<file path="src/rtl/fetch_queue_pkg.sv">
// Shared pipeline constants for the fetch queue.
// Defaults and the NOP encoding used by fetch/decode.
package fetch_queue_pkg;
  localparam int FQ_DEPTH = 4;
  localparam int FQ_AW    = 32;
  localparam logic [31:0] NOP = 32'h0;
endpackage

</file>
<file path="src/rtl/fetch_queue_if.sv">
// Fetch-to-decode handshake bundle.
// slave is the queue side, master drives fetch/decode.
interface fetch_queue_if
  import fetch_queue_pkg::*;
#(
  parameter int DEPTH = FQ_DEPTH,
  parameter int AW    = FQ_AW
);
  localparam int CW = $clog2(DEPTH) + 1;

  logic          in_valid;
  logic [AW-1:0] in_pc;
  logic [AW-1:0] in_instr;
  logic          in_ready;
  logic          stall_pc;
  logic          out_valid;
  logic [AW-1:0] out_pc;
  logic [AW-1:0] out_pc_plus1;
  logic [AW-1:0] out_instr;
  logic          out_ready;
  logic          flush;
  logic [CW-1:0] count;

  modport slave (
    input  in_valid, in_pc, in_instr,
    input  out_ready, flush,
    output in_ready, stall_pc,
    output out_valid, out_pc,
    output out_pc_plus1, out_instr,
    output count
  );

  modport master (
    output in_valid, in_pc, in_instr,
    output out_ready, flush,
    input  in_ready, stall_pc,
    input  out_valid, out_pc,
    input  out_pc_plus1, out_instr,
    input  count
  );
endinterface

</file>
<file path="src/rtl/fq_mem.sv">
// Fetch queue entry storage: 1 write port,
// 1 asynchronous read port, no reset.
module fq_mem #(
  parameter int DEPTH = 4,
  parameter int W     = 64,
  parameter int PW    = $clog2(DEPTH)
) (
  input  logic          clk,
  input  logic          i_we,
  input  logic [PW-1:0] i_waddr,
  input  logic [W-1:0]  i_wdata,
  input  logic [PW-1:0] i_raddr,
  output logic [W-1:0]  o_rdata
);
  logic [W-1:0] r_mem [DEPTH];

  always_ff @(posedge clk) begin
    if (i_we) r_mem[i_waddr] <= i_wdata;
  end

  assign o_rdata = r_mem[i_raddr];
endmodule

</file>
<file path="src/rtl/fetch_queue.sv">
// Fetch queue between instruction fetch and decode.
// Pointer/count control; storage lives in fq_mem.
module fetch_queue
  import fetch_queue_pkg::*;
#(
  parameter int DEPTH = FQ_DEPTH,
  parameter int AW    = FQ_AW
) (
  input  logic           clk,
  input  logic           rst,
  fetch_queue_if.slave   bus
);
  localparam int PW = $clog2(DEPTH);
  localparam int CW = PW + 1;

  logic [PW-1:0]   r_wptr;
  logic [PW-1:0]   r_rptr;
  logic [CW-1:0]   r_count;
  logic            w_full;
  logic            w_empty;
  logic            w_push;
  logic            w_pop;
  logic [2*AW-1:0] w_rdata;
  logic [AW-1:0]   w_head_pc;

  // Flow control depends on registered count only.
  assign w_full  = (r_count == CW'(DEPTH));
  assign w_empty = (r_count == '0);
  assign w_push  = bus.in_valid & ~w_full & ~bus.flush;
  assign w_pop   = bus.out_ready & ~w_empty & ~bus.flush;

  always_ff @(posedge clk) begin
    if (rst || bus.flush) begin
      r_wptr  <= '0;
      r_rptr  <= '0;
      r_count <= '0;
    end else begin
      if (w_push) r_wptr <= r_wptr + 1'b1;
      if (w_pop)  r_rptr <= r_rptr + 1'b1;
      unique case ({w_push, w_pop})
        2'b10:   r_count <= r_count + 1'b1;
        2'b01:   r_count <= r_count - 1'b1;
        default: r_count <= r_count;
      endcase
    end
  end

  fq_mem #(
    .DEPTH (DEPTH),
    .W     (2*AW)
  ) u_mem (
    .clk     (clk),
    .i_we    (w_push & ~rst),
    .i_waddr (r_wptr),
    .i_wdata ({bus.in_pc, bus.in_instr}),
    .i_raddr (r_rptr),
    .o_rdata (w_rdata)
  );

  assign w_head_pc        = w_rdata[2*AW-1:AW];
  assign bus.out_pc       = w_head_pc;
  assign bus.out_instr    = w_rdata[AW-1:0];
  assign bus.out_pc_plus1 = w_head_pc + AW'(1);
  assign bus.out_valid    = ~w_empty;
  assign bus.in_ready     = ~w_full;
  assign bus.stall_pc     = w_full;
  assign bus.count        = r_count;
endmodule
</file>
<file path="src/flat_wrapper.sv">
// flat-port wrapper written by rule: the top's interface ports become plain ports
module fetch_queue_flat import fetch_queue_pkg::*;
#(
  parameter int DEPTH = FQ_DEPTH,
  parameter int AW    = FQ_AW
)
  (clk, rst, bus_in_valid, bus_in_pc, bus_in_instr, bus_out_ready, bus_flush, bus_in_ready, bus_stall_pc, bus_out_valid, bus_out_pc, bus_out_pc_plus1, bus_out_instr, bus_count);
  fetch_queue_if #(.DEPTH(DEPTH), .AW(AW)) bus_i ();
  input  logic clk;
  input  logic rst;
  input wire logic [$bits(bus_i.in_valid)-1:0] bus_in_valid;
  input wire logic [$bits(bus_i.in_pc)-1:0] bus_in_pc;
  input wire logic [$bits(bus_i.in_instr)-1:0] bus_in_instr;
  input wire logic [$bits(bus_i.out_ready)-1:0] bus_out_ready;
  input wire logic [$bits(bus_i.flush)-1:0] bus_flush;
  output wire logic [$bits(bus_i.in_ready)-1:0] bus_in_ready;
  output wire logic [$bits(bus_i.stall_pc)-1:0] bus_stall_pc;
  output wire logic [$bits(bus_i.out_valid)-1:0] bus_out_valid;
  output wire logic [$bits(bus_i.out_pc)-1:0] bus_out_pc;
  output wire logic [$bits(bus_i.out_pc_plus1)-1:0] bus_out_pc_plus1;
  output wire logic [$bits(bus_i.out_instr)-1:0] bus_out_instr;
  output wire logic [$bits(bus_i.count)-1:0] bus_count;
  assign bus_i.in_valid = bus_in_valid;
  assign bus_i.in_pc = bus_in_pc;
  assign bus_i.in_instr = bus_in_instr;
  assign bus_i.out_ready = bus_out_ready;
  assign bus_i.flush = bus_flush;
  assign bus_in_ready = bus_i.in_ready;
  assign bus_stall_pc = bus_i.stall_pc;
  assign bus_out_valid = bus_i.out_valid;
  assign bus_out_pc = bus_i.out_pc;
  assign bus_out_pc_plus1 = bus_i.out_pc_plus1;
  assign bus_out_instr = bus_i.out_instr;
  assign bus_count = bus_i.count;
  fetch_queue #(.DEPTH(DEPTH), .AW(AW)) u_core (.clk(clk), .rst(rst), .bus(bus_i));
endmodule
</file>
<file path="config.mk">
export PLATFORM = sky130hd
export DESIGN_NAME = fetch_queue_flat
export DESIGN_NICKNAME = d
export VERILOG_FILES = /design/src/rtl/fetch_queue_pkg.sv /design/src/rtl/fetch_queue_if.sv /design/src/rtl/fq_mem.sv /design/src/rtl/fetch_queue.sv /design/src/flat_wrapper.sv
export SDC_FILE = /design/constraint.sdc
export NUM_CORES = 1
export LEC_CHECK = 0
export ABC_AREA = 1
export BUFFER_PORTS_ARGS = -buffer_cell sky130_fd_sc_hd__buf_2
export CAP_MARGIN = 20
export CORE_MARGIN = 10
export CORE_UTILIZATION = 58
export DETAILED_ROUTE_END_ITERATION = 7
export PLACE_DENSITY = 0.81
export SETUP_SLACK_MARGIN = 0.3
export SKIP_LAST_GASP = 1
export SLEW_MARGIN = 20
export SYNTH_ARGS = -nofsm -noshare
export SYNTH_HDL_FRONTEND = slang
export SYNTH_HIERARCHICAL = 1
export SYNTH_SLANG_ARGS = --single-unit
export TNS_END_PERCENT = 5
</file>
<file path="constraint.sdc">
create_clock -name clk -period 7.4 [get_ports clk]
set_clock_uncertainty 0.1 [all_clocks]
set_input_delay 1.48 -clock clk [delete_from_list [all_inputs] [get_ports clk]]
set_output_delay 1.48 -clock clk [all_outputs]
set_load 0.03 [all_outputs]
</file>
# [Yosys cells after proc, flatten, opt, wreduce, memory -nomap -nowiden]
# Memory sizes are Yosys's and may differ from the RTL's. A register that Yosys moved wholly into a read port is not among the register bits.
# Cells that the tools add are included.
[totals] register_bits=7 n_memories=1 input_bits=69 mem_bits_rw=256 output_inout_bits=102
[mem_list] name="u_core.u_mem.r_mem" words=4 word_bits=64 rd=1 rd_clocked_by_memory_dff=1 write_ports=1 line_no="fq_mem.sv:15" source="logic [W-1:0] r_mem [DEPTH];"
[classes] reduce_logical=3 add_sub_neg=5 mux=5 bitwise_logic=9 eq_ne=3
[ops] operator="$add 32x1->32 const B" count=1
[ops] operator="$pmux 3 s2" count=1
[ops] operator="$and 1x1->1" count=5
[ops] operator="$add 2x1->2 const B" count=2
[ops] operator="$mux 2" count=2
[ops] operator="$not 1->1" count=4
[ops] operator="$add 3x1->3 const B" count=1
[ops] operator="$eq 3x3->1 const B" count=1
[ops] operator="$logic_not 3->1" count=1
[ops] operator="$sub 3x1->3 const B" count=1
[ops] operator="$eq 2x1->1 const B" count=1
[ops] operator="$eq 2x2->1 const B" count=1
[ops] operator="$mux 1" count=2
[ops] operator="$reduce_bool 2->1" count=1
[ops] operator="$logic_or 1x1->1" count=1

# [Longest topological paths before layout]
# Gate-level depths: netlist of the first run.
[depth] ltp_word=7 depth_mapped=14

# [Modules after synthesis]
# Netlist of the first run, hierarchy kept.
[by_module_without_submodules] mod="fq_mem" area_per_inst_um2=10761.6 cells_each=1010 n_inst=1
[by_module_without_submodules] mod="fetch_queue" area_per_inst_um2=1353.8 cells_each=244 n_inst=1

# [Least setup slack after synthesis of the first run]
# Ideal clock, no wire load.
[synth_timing] kind="input-to-reg" startpoint="in bus_in_valid" endpoint="mem u_core.u_mem.r_mem[0][0], enable pin" path_slack_ns=0.457 setup_ns=0.565 t_arrival_ns=6.278 t_required_ns=6.735 stages=5 cell_sequence="nand2_1 > or2_1 > nor2_1 > inv_1 > nor3_1"
[synth_via] elab_chain_cells=5
[synth_rtl] item="from (decl)" line_no="flat_wrapper.sv:11" source="input wire logic [$bits(bus_i.in_valid)-1:0] bus_in_valid;"
[synth_rtl] item="$and 1x1->1 (2 in a row)" line_no="fetch_queue.sv:29" source="assign w_push = bus.in_valid & ~w_full & ~bus.flush;"
[synth_rtl] item="$and 1x1->1" line_no="fetch_queue.sv:53" source=".i_we (w_push & ~rst),"
[synth_rtl] item="$mux 1" line_no="fq_mem.sv:18" source="if (i_we) r_mem[i_waddr] <= i_wdata;"
[synth_rtl] item="$mux 1 (not written as such)" line_no="fq_mem.sv:18"
[synth_rtl] item="to (decl)" line_no="fq_mem.sv:15"
# Every way passes these cells.

==> results of run 1 <==
## worst max-delay path by stage
| stage | from | end | cells after the start |
|---|---|---|---|
| final | u_core/r_rptr[0]$_SDFFE_PP0P_ | bus_out_pc_plus1[29] | 12 |
| after global routing | u_core/r_rptr[0]$_SDFFE_PP0P_ | bus_out_pc_plus1[29] | 12 |
| after CTS | u_core/r_rptr[0]$_SDFFE_PP0P_ | bus_out_pc_plus1[31] | 12 |
| after detailed placement | u_core/r_rptr[0]$_SDFFE_PP0P_ | bus_out_pc_plus1[23] | 12 |
| after global placement | u_core/r_rptr[0]$_SDFFE_PP0P_ | bus_out_pc_plus1[31] | 12 |
| after floorplan | bus_in_valid | u_core/u_mem/r_mem[0][0]$_DFFE_PP_ | 5 |
## critical path, cell delays in order, from the launching register on
cell and delay [ns]:
dfxtp_4 0.80, inv_4 0.45, buf_4 0.46, nand2_1 0.16, nand3_1 0.08, nand2_1 0.21, nand2_1 0.10, nor2_1 0.13
nand2_1 0.11, nor2_4 0.20, nand3_1 0.10, nand2_1 0.11, buf_2 0.21
## where the power goes
group	leakage [nW]	total (mW)	switching (mW)	internal, mW
logic	3.82	0.192	0.139	0.0522
registers	2.37	1.66	0.00620	1.65
clock network	0.396	1.21	0.511	0.699
## cells by family after synthesis
| group | after synthesis |
|---|---|
| flops | 263 |
| compound gates | 13 |
| xor+xnor | 15 |
| simple gates | 626 |
| buf+inv | 334 |
| fa+ha+maj | 3 |
## sequential cells by signal (all words and copies together), names as in the netlist
signal and cells:
u_core/u_mem/r_mem 256, u_core/r_wptr 2, u_core/r_rptr 2, u_core/bus.count 3
## synthesized netlist by cell type (2+ instances only)
| library cell | number |
|---|---|
| buf_4 | 14 |
| xnor2_1 | 5 |
| inv_2 | 2 |
| nor2_4 | 6 |
| nor3_1 | 4 |
| nor2_2 | 3 |
| o21ai_0 | 8 |
| clkbuf_1 | 4 |
| ha_1 | 2 |
| dfxtp_1 | 7 |
| xor2_1 | 9 |
| buf_2 | 21 |
| nand2_4 | 4 |
| nand3_1 | 140 |
| nor2_8 | 3 |
| a21oi_1 | 5 |
| nand2_2 | 5 |
| inv_1 | 291 |
| buf_1 | 2 |
| nand2_1 | 414 |
| edfxtp_1 | 256 |
| nor2_1 | 38 |
| nand3b_1 | 8 |
## per-layer routing
| metal | global-route usage, % | vias up | wire, um |
|---|---|---|---|
| li1 | - | 4229 | - |
| met1 | 22.2 | 3999 | 10500 |
| met2 | 34.7 | 292 | 13700 |
| met3 | 4.01 | 44 | 2030 |
| met4 | 6.44 | 6 | 479 |
| met5 | 0 | - | 38 |
## per-stage QoR
step / hold WS [ns] / worst slack, ns / power, mW
5_1_grt: 0.410 / 1.86 / 3.17
4_1_cts: 0.375 / 2.15 / 3.08
3_5_place_dp: 0.366 / 2.73 / 1.88
6_report: 0.373 / 2.15 / 3.06
2_1_floorplan: 0.385 / 0.457 / 1.81
3_3_place_gp: 0.357 / 2.78 / 1.87
## area by class of cell
class	count	area [sq um]
timing repair buffer	182	941
clock inverter	17	113
sequential	263	7830
tap	270	338
inverter	293	1100
fill	1479	6370
clock buffer	30	687
multi-input combinational	657	2980
antenna	4	10.0
==> impl_metrics.tcl, run 1 <==
set metrics [dict create \
    relSlewSlack_pct 42.1 \
    reg2reg_depth 8 \
    synth_top_area_cell "edfxtp_1" \
    finalHoldViolCount 0 \
    die_y_um 165 \
    layout_common_cells "nand2_1, inv_1, edfxtp_1, buf_2, nand3_1" \
    required_ns 5.82 \
    syn_inst 1254 \
    post_synth_fa_ha_maj_area_fraction_pct 0.372 \
    core_sq_um 20400 \
    io_buffers 170 \
    tritoncts "done" \
    rsz0062_at_grt "false" \
    track_usage_pct 19.2 \
    design_area_sq_um 14000 \
    crit_fanout 67 \
    place_inst 1665 \
    routed_wl_um 26800 \
    synth-seq-cells 263 \
    overflow 0 \
    fmax_mhz 191 \
    ys_warn_count 6 \
    drive_gt1_share_pct 17.3 \
    initial_core_util_pct 59.5 \
    min_from "u_core/bus.count[0]$_SDFFE_PP0P_" \
    synth_area_sq_um 12100 \
    slew_violations 0 \
    peakVddDrop_mv 0.234 \
    fin_nets 1495 \
    die_w_um 165 \
    synth-edff-count 256 \
    root_buffer "clkbuf_16" \
    cts.clk_slew.worst_paths_ns 0.06 \
    postPlaceCellArea_sq_um 13200 \
    maxCapViolations 0 \
    syn_nets 1326 \
    post_cts_buffers 0 \
    synthMuxAreaShare_pct 0 \
    min_to "u_core/bus.count[0]$_SDFFE_PP0P_" \
    dp_hpwl_um 17400 \
    fp.dieArea_sq_um 27100 \
    synth_top_family_by_area "simple AND/OR/NAND/NOR gates" \
    cts_buffers 26 \
    clkLatencyLatePin_ns 0.51 \
    yosysSeqAreaShare_pct 64.6 \
    tightest_slew_ns 0.868 \
    vias_per_cell 4.99 \
    ioPinCount 171 \
    synth.distinct_cells 26 \
    yosysTopAreaCellShare_pct 63.5 \
    grt_pass1_wl_um 41500 \
    drt_iter0_drc 601 \
    r2r_setup_slack_ns 5.02 \
    r2r_start "u_core/bus.count[0]$_SDFFE_PP0P_" \
    setup_viol 0 \
    h-tree-depth 1 \
    area_growth_pct 15.5 \
    layout_commonest_cell "nand2_1" \
    min_path_cells 1 \
    leakage_nw 6.59 \
    path_class "flip-flop to output pin" \
    grt_pass1_vias 8561 \
    via_count 8570 \
    hp-class "flip-flop to flip-flop" \
    tns_ns 0 \
    grt_max_degree 71 \
    antenna_found_initial 7 \
    antenna_left 0 \
    r2r_end "u_core/u_mem/r_mem[1][38]$_DFFE_PP_" \
    synth_top_flop_cell "edfxtp_1" \
    synth_compound_gate_area_share_pct 0.537 \
    power-per-cell-area_nw_per_um2 218 \
    cts_hold_buf 0 \
    worst_setup_path_end_kind "output pin" \
    cts_sinks 263 \
    cp-start-kind "flip-flop" \
    clk_path_buf_depth 3 \
    cts.repair.resized 0 \
    fin_crit_sh_pct 70.9 \
    wl_per_cell_um 15.6 \
    synth-simple-area-share_pct 22.3 \
    outcome "completed" \
    place_congestion 0.835 \
    async_reset_ff_share_pct 0 \
    stdcell_count 1716 \
    drc 0 \
    drt_first_pass_iters 5 \
    finalCriticalPeriod_ns 5.25 \
    synthTopCellsByArea "edfxtp_1, nand2_1, inv_1" \
    final_util_pct 68.7 \
    rows 52 \
    syn_area_per_cell_sq_um 9.66 \
    critical_path_arrival_ns 3.67 \
    synth_xor_area_share_pct 1.15 \
]
Power figures use the tool's default switching activity.
==> inputs of run 2 (changes only) <==
--- a/config.mk
+++ b/config.mk
@@ -9,9 +9,9 @@
 export BUFFER_PORTS_ARGS = -buffer_cell sky130_fd_sc_hd__buf_2
 export CAP_MARGIN = 20
 export CORE_MARGIN = 10
-export CORE_UTILIZATION = 58
+export CORE_UTILIZATION = 52
 export DETAILED_ROUTE_END_ITERATION = 7
-export PLACE_DENSITY = 0.81
+export PLACE_DENSITY = 0.76
 export SETUP_SLACK_MARGIN = 0.3
 export SKIP_LAST_GASP = 1
 export SLEW_MARGIN = 20
==> constraint.sdc (replaced) <==
create_clock -name clk -period 4.3 [get_ports clk]
set_clock_uncertainty 0.1 [all_clocks]
set_input_delay 0.86 -clock clk [delete_from_list [all_inputs] [get_ports clk]]
set_output_delay 0.86 -clock clk [all_outputs]
set_load 0.03 [all_outputs]
==> run 2 against run 1 <==
Critical path depth rose by 1. Global-route usage shrank 2.1 points. Setup slack worse by 1.6 ns. Clock power is 74% higher. Non-clock buffer count shrank 3. Final cell count is 2.3% higher. First-iteration DRC count grew 6.3%. Critical path type unchanged. Largest cell class unchanged. Highest routed layer unchanged.
==> impl_metrics.tcl, run 2 (synthesis results as in run 1) <==
set metrics [dict create \
    core_sq_um 22800 \
    io_buffers 170 \
    antenna_left 0 \
    drt_first_pass_iters 5 \
    layout_commonest_cell "nand2_1" \
    path_common_cell "nand2_1" \
    grt_max_degree 130 \
    required_ns 3.34 \
    finalCriticalPeriod_ns 3.75 \
    gr-usage-met1_pct 21.1 \
    slowest_stage "inv_4" \
    fp.dieArea_sq_um 29800 \
    hp-class "flip-flop to flip-flop" \
    rows 55 \
    path_cells "inv_4, nand2_1, nand3_1, nand2_1, ha_1, nand2_2, nor2_8, nand2_4, nor2_4, nand2_1, nand2_1, nand2_1, buf_2" \
    seqPwrFrac_pct 53.9 \
    pwr-share-comb_pct 6.4 \
    switching_share_pct 21.5 \
    drc 0 \
    track_usage_pct 17.1 \
    root_buffer "clkbuf_16" \
    clk_path_buf_depth 3 \
    tightest_slew_ns 0.812 \
    clkLatencyLatePin_ns 0.52 \
    clkPwrFrac_pct 39.7 \
    wl_per_cell_um 14.9 \
    crit_fanout 77 \
    grt.met2_usage_pct 29.6 \
    cts_sinks 263 \
    top_register "u_core/u_mem/r_mem" \
    fmax_mhz 266 \
    path_class "flip-flop to output pin" \
    relSlewSlack_pct 45.8 \
    finalHoldViolCount 0 \
    place_congestion 0.908 \
    dp_hpwl_um 16500 \
    design_area_sq_um 14100 \
    critical_path_arrival_ns 2.79 \
    post_cts_buffers 0 \
    internal_power_mw 4.15 \
    overflow 0 \
    maxCapViolations 0 \
    outcome "completed" \
    tns_ns 0 \
    die_y_um 173 \
    fin_crit_sh_pct 87.3 \
    critical_path_buf_inv_count 2 \
    largest_reg_flops 256 \
    cts_hold_buf 0 \
    met3_usage_pct 4.16 \
    grt_pass1_wl_um 42100 \
    setup_viol 0 \
    fill_cells 1819 \
    via_count 8399 \
    dp_slack_ns 0.924 \
    busiest_layer "met2" \
    initial_core_util_pct 53.2 \
    leakage_nw 6.59 \
    fin_nets 1493 \
    final_util_pct 62.0 \
    cp-start-kind "flip-flop" \
    drive_gt1_share_pct 16.9 \
    die_w_um 173 \
    area_growth_pct 16.5 \
    cts_buffers 27 \
    peakVddDrop_mv 0.332 \
    postPlaceCellArea_sq_um 13300 \
    p_switching_mw 1.13 \
    tritoncts "done" \
    h-tree-depth 1 \
    antenna_found_initial 5 \
    ioPinCount 171 \
    setup_ws_ns 0.545 \
    rsz0062_at_grt "false" \
    layout_common_cells "nand2_1, inv_1, edfxtp_1, buf_2, nand3_1" \
    cp_slowest_stage_delay_ns 0.56 \
    worst_setup_path_end_kind "output pin" \
    slew_violations 0 \
    drt_iter0_drc 639 \
    power-per-cell-area_nw_per_um2 374 \
    vias_per_cell 4.78 \
    routed_wl_um 26200 \
    grt_pass1_vias 8307 \
    cp_top_family "simple AND/OR/NAND/NOR gates" \
    cts.clk_slew.worst_paths_ns 0.06 \
]
[run 2: cell count changes in the layout (fill, tap and decap cells not counted), sizes merged]
cell,before,now
clkinv,14,7
buf,182,179
inv,294,293
clkbuf,30,38
[run 2: area by class of cell]
class,instances,area (sq um),share of cell area [%]
multi-input cells,657,3000,21.3
flip-flops and latches,263,7830,55.5
clock buffers,38,717,5.08
inverters,293,1100,7.82
clock inverters,9,73.8,0.523
diodes,4,10.0,0.0709
well taps,313,392,2.77
repair buffers,179,985,6.98
[run 2: metal layers]
layer | part of all wire, % | routed length [um]
met5 | 0.076 | 20
met3 | 6.7 | 1760
met2 | 50 | 13100
met4 | 1.5 | 384
met1 | 42 | 11000
[run 2: power by group through the flow]
stage                     combinational [mW]  clock [mW]  sequential [mW]
after floorplan                        0.203           0             2.90
after global placement                 0.331           0             2.90
after detailed placement               0.339           0             2.90
after CTS                              0.340        2.14             2.85
after global routing                   0.369        2.25             2.85
final                                  0.336        2.10             2.85
[run 2: what timing repair did]
action | in CTS | in global routing
endpoints found under the hold margin | 0 | 0
setup endpoints to repair | 0 | 22
gates resized for setup | 0 | 2
[run 2: final timing paths]
path / slack (ns) / startpoint / cells after the start / endpoint
worst max-delay path: 0.55 / u_core/r_rptr[0]$_SDFFE_PP0P_ / 13 / bus_out_pc_plus1[18]
worst min-delay path: 0.38 / u_core/bus.count[0]$_SDFFE_PP0P_ / 1 / u_core/bus.count[0]$_SDFFE_PP0P_
worst max register to register: 1.73 / u_core/bus.count[0]$_SDFFE_PP0P_ / 8 / u_core/u_mem/r_mem[0][8]$_DFFE_PP_
worst min register to register: 0.38 / u_core/bus.count[0]$_SDFFE_PP0P_ / 1 / u_core/bus.count[0]$_SDFFE_PP0P_
[run 2: per-stage QoR]
| step | hold WS [ns] | cells | power [mW] |
|---|---|---|---|
| 2_1_floorplan | 0.396 | 1254 | 3.11 |
| 3_3_place_gp | 0.357 | 1705 | 3.23 |
| 3_5_place_dp | 0.368 | 1705 | 3.24 |
| 4_1_cts | 0.376 | 1752 | 5.32 |
| 5_1_grt | 0.413 | 1752 | 5.46 |
| 6_report | 0.378 | 1756 | 5.28 |
==> inputs of run 3 (changes only) <==
--- a/config.mk
+++ b/config.mk
@@ -5,11 +5,10 @@
 export SDC_FILE = /design/constraint.sdc
 export NUM_CORES = 1
 export LEC_CHECK = 0
-export ABC_AREA = 1
 export BUFFER_PORTS_ARGS = -buffer_cell sky130_fd_sc_hd__buf_2
 export CAP_MARGIN = 20
 export CORE_MARGIN = 10
-export CORE_UTILIZATION = 52
+export CORE_UTILIZATION = 51
 export DETAILED_ROUTE_END_ITERATION = 7
 export PLACE_DENSITY = 0.76
 export SETUP_SLACK_MARGIN = 0.3
==> run 3 against run 2 <==
Flip-flop and latch count is the same. Synthesized cell count fell by 62%. Die area down 12%. Power rose by 1.3%. Maximum frequency fell by 5.4%. Routed wire length shrank 17%. Global-route usage shrank 1.1 points. Sequential power barely moved. Utilization up 1.7 points. Combinational power shrank 25%. Via count fell by 37%. Worst hold slack gained 0.082 ns. Critical endpoint unchanged.
==> impl_metrics.tcl, run 3 <==
set metrics [dict create \
    io_buffers 170 \
    grt_pass1_vias 5636 \
    relSlewSlack_pct 33.5 \
    synth-edff-count 256 \
    synth.distinct_cells 31 \
    critical_path_arrival_ns 3.01 \
    synth_xor_area_share_pct 3.06 \
    ys_warn_count 6 \
    finalHoldViolCount 0 \
    die_y_um 162 \
    fp.dieArea_sq_um 26300 \
    wl_per_cell_um 22.4 \
    dp_hpwl_um 14300 \
    design_area_sq_um 12500 \
    root_buffer "clkbuf_16" \
    peakVddDrop_mv 0.288 \
    async_reset_ff_share_pct 0 \
    layout_commonest_cell "edfxtp_1" \
    via_count 5315 \
    largest_reg_flops 256 \
    fmax_mhz 252 \
    post-synth-top-count-cell "edfxtp_1" \
    cts_hold_buf 0 \
    ioPinCount 171 \
    outcome "completed" \
    synth_compound_gate_area_share_pct 0.146 \
    drt_first_pass_iters 6 \
    track_usage_pct 16.0 \
    synth-simple-area-share_pct 4.14 \
    synth-seq-cells 263 \
    synth_top_family_by_area "multiplexers" \
    layout_common_cells "edfxtp_1, buf_2, mux4_2, clkbuf_16, xor2_1" \
    drc 0 \
    clkLatencyLatePin_ns 0.51 \
    synthMuxAreaShare_pct 14.1 \
    antenna_found_initial 3 \
    core_sq_um 19700 \
    tns_ns 0 \
    h-tree-depth 1 \
    postPlaceCellArea_sq_um 11400 \
    setup_viol 0 \
    cts_buffers 26 \
    synthTopCellsByArea "edfxtp_1, mux4_2, xor2_1" \
    maxCapViolations 0 \
    cts_sinks 263 \
    antenna_left 0 \
    place_congestion 0.791 \
    syn_inst 473 \
    leakage_nw 4.31 \
    drive_gt1_share_pct 44.3 \
    synth_common_cells "edfxtp_1, mux4_2, xor2_1" \
    tightest_slew_ns 0.998 \
    cts.clk_slew.worst_paths_ns 0.06 \
    post_synth_fa_ha_maj_area_fraction_pct 0.437 \
    grt_pass1_wl_um 32800 \
    slew_violations 0 \
    cp-startpoint "u_core/r_rptr[0]$_SDFFE_PP0P_" \
    synth_area_sq_um 10300 \
    power-per-cell-area_nw_per_um2 427 \
    r2r_start "u_core/bus.count[2]$_SDFFE_PP0P_" \
    vias_per_cell 5.50 \
    die_w_um 162 \
    syn_nets 545 \
    hp-class "input port to flip-flop" \
    fin_crit_sh_pct 92.3 \
    cp-start-kind "flip-flop" \
    fin_nets 752 \
    worst_setup_path_end_kind "output pin" \
    crit_fanout 9 \
    min_from "bus_in_instr[11]" \
    path_class "flip-flop to output pin" \
    required_ns 3.34 \
    yosysSeqAreaShare_pct 75.9 \
    area_growth_pct 21.3 \
    grt_max_degree 65 \
    initial_core_util_pct 52.5 \
    syn_area_per_cell_sq_um 21.8 \
    rows 51 \
    drt_iter0_drc 314 \
    top_register "u_core/u_mem/r_mem" \
    clk_path_buf_depth 3 \
    synth_top_area_cell "edfxtp_1" \
    yosysTopAreaCellShare_pct 74.6 \
    finalCriticalPeriod_ns 3.97 \
    tritoncts "done" \
    overflow 0 \
    rsz0062_at_grt "true" \
    synth_top_flop_cell "edfxtp_1" \
    routed_wl_um 21700 \
]
[run 3: cell count changes after synthesis, sizes merged, moves of 5 or more]
cell    previous run  this run
nand3b             8         0
mux4               0        64
nand3            140        14
buf               37        16
xor2              10        27
inv              293         9
nand2            423        11
nor2              50        19
nor4               0         5
o21ai              8         1
nand4              0         5
[run 3: layout make-up]
cell class,instances,area (sq um)
fill,1402,7140
antenna,2,5.00
sequential,263,7840
tap,265,332
timing repair buffer,196,1110
clock inverter,15,165
multi-input combinational,184,2340
clock buffer,33,698
inverter,9,33.8
[run 3: what timing repair did]
action / CTS / global route
buffers inserted: 4 / 11
resized for setup: 4 / 8
gates cloned: 0 / 1
setup endpoints to repair: 16 / 13
pin swaps: 0 / 6
[run 3: worst paths after layout]
kind / slack, ns / to / depth (start not counted)
setup / recovery: 0.33 / bus_out_pc_plus1[18] / 8
hold / removal: 0.46 / u_core/u_mem/r_mem[0][11]$_DFFE_PP_ / 1
setup reg to reg: 1.67 / u_core/bus.count[2]$_SDFFE_PP0P_ / 9
hold reg to reg: 0.47 / u_core/bus.count[1]$_SDFFE_PP0P_ / 2
[run 3: layer usage]
layer  GRT usage (%)  wire [um]  up-vias
met4            4.84        488        2
met5               0          8        -
met1            20.1       8860     2737
met3            3.61       1380       37
li1                -          -     2368
met2            27.1      10900      171
[run 3: through the flow]
stage / total power, mW / setup WS (ns) / hold WS (ns) / std cells / utilization, %
after global placement: 3.14 / 0.600 / 0.386 / 901 / 58.2
final: 5.35 / 0.329 / 0.460 / 967 / 63.7
after detailed placement: 3.15 / 0.541 / 0.449 / 901 / 58.2
after global routing: 5.51 / 0.187 / 0.446 / 965 / 63.6
after floorplan: 3.04 / 0.536 / 0.378 / 473 / -
after CTS: 5.40 / 0.302 / 0.439 / 953 / 63.0
[run 3: kinds of logic (layout without fill, tap and decap cells)]
kind of cell / Yosys count / count (layout)
compound gates: 3 / 3
mux: 64 / 64
other cells: 0 / 2
simple gates: 77 / 78
fa+ha+maj: 3 / 3
xor+xnor: 36 / 36
flops: 263 / 263
buf+inv: 27 / 253
[run 3: report_power, final]
group / total [mW] / internal, mW / switching (mW)
clock: 2.25 / 1.38 / 0.869
sequential: 2.85 / 2.84 / 0.00792
combinational: 0.252 / 0.0858 / 0.166
total: 5.35 / 4.30 / 1.04
[run 3: critical path: stages, from the launching register on]
cell and delay, ns:
dfxtp_4 0.41, buf_12 0.16, mux4_2 0.39, nand4_1 0.20, or4_4 0.65, buf_4 0.18
nor2_1 0.12, xor2_1 0.17, buf_2 0.22
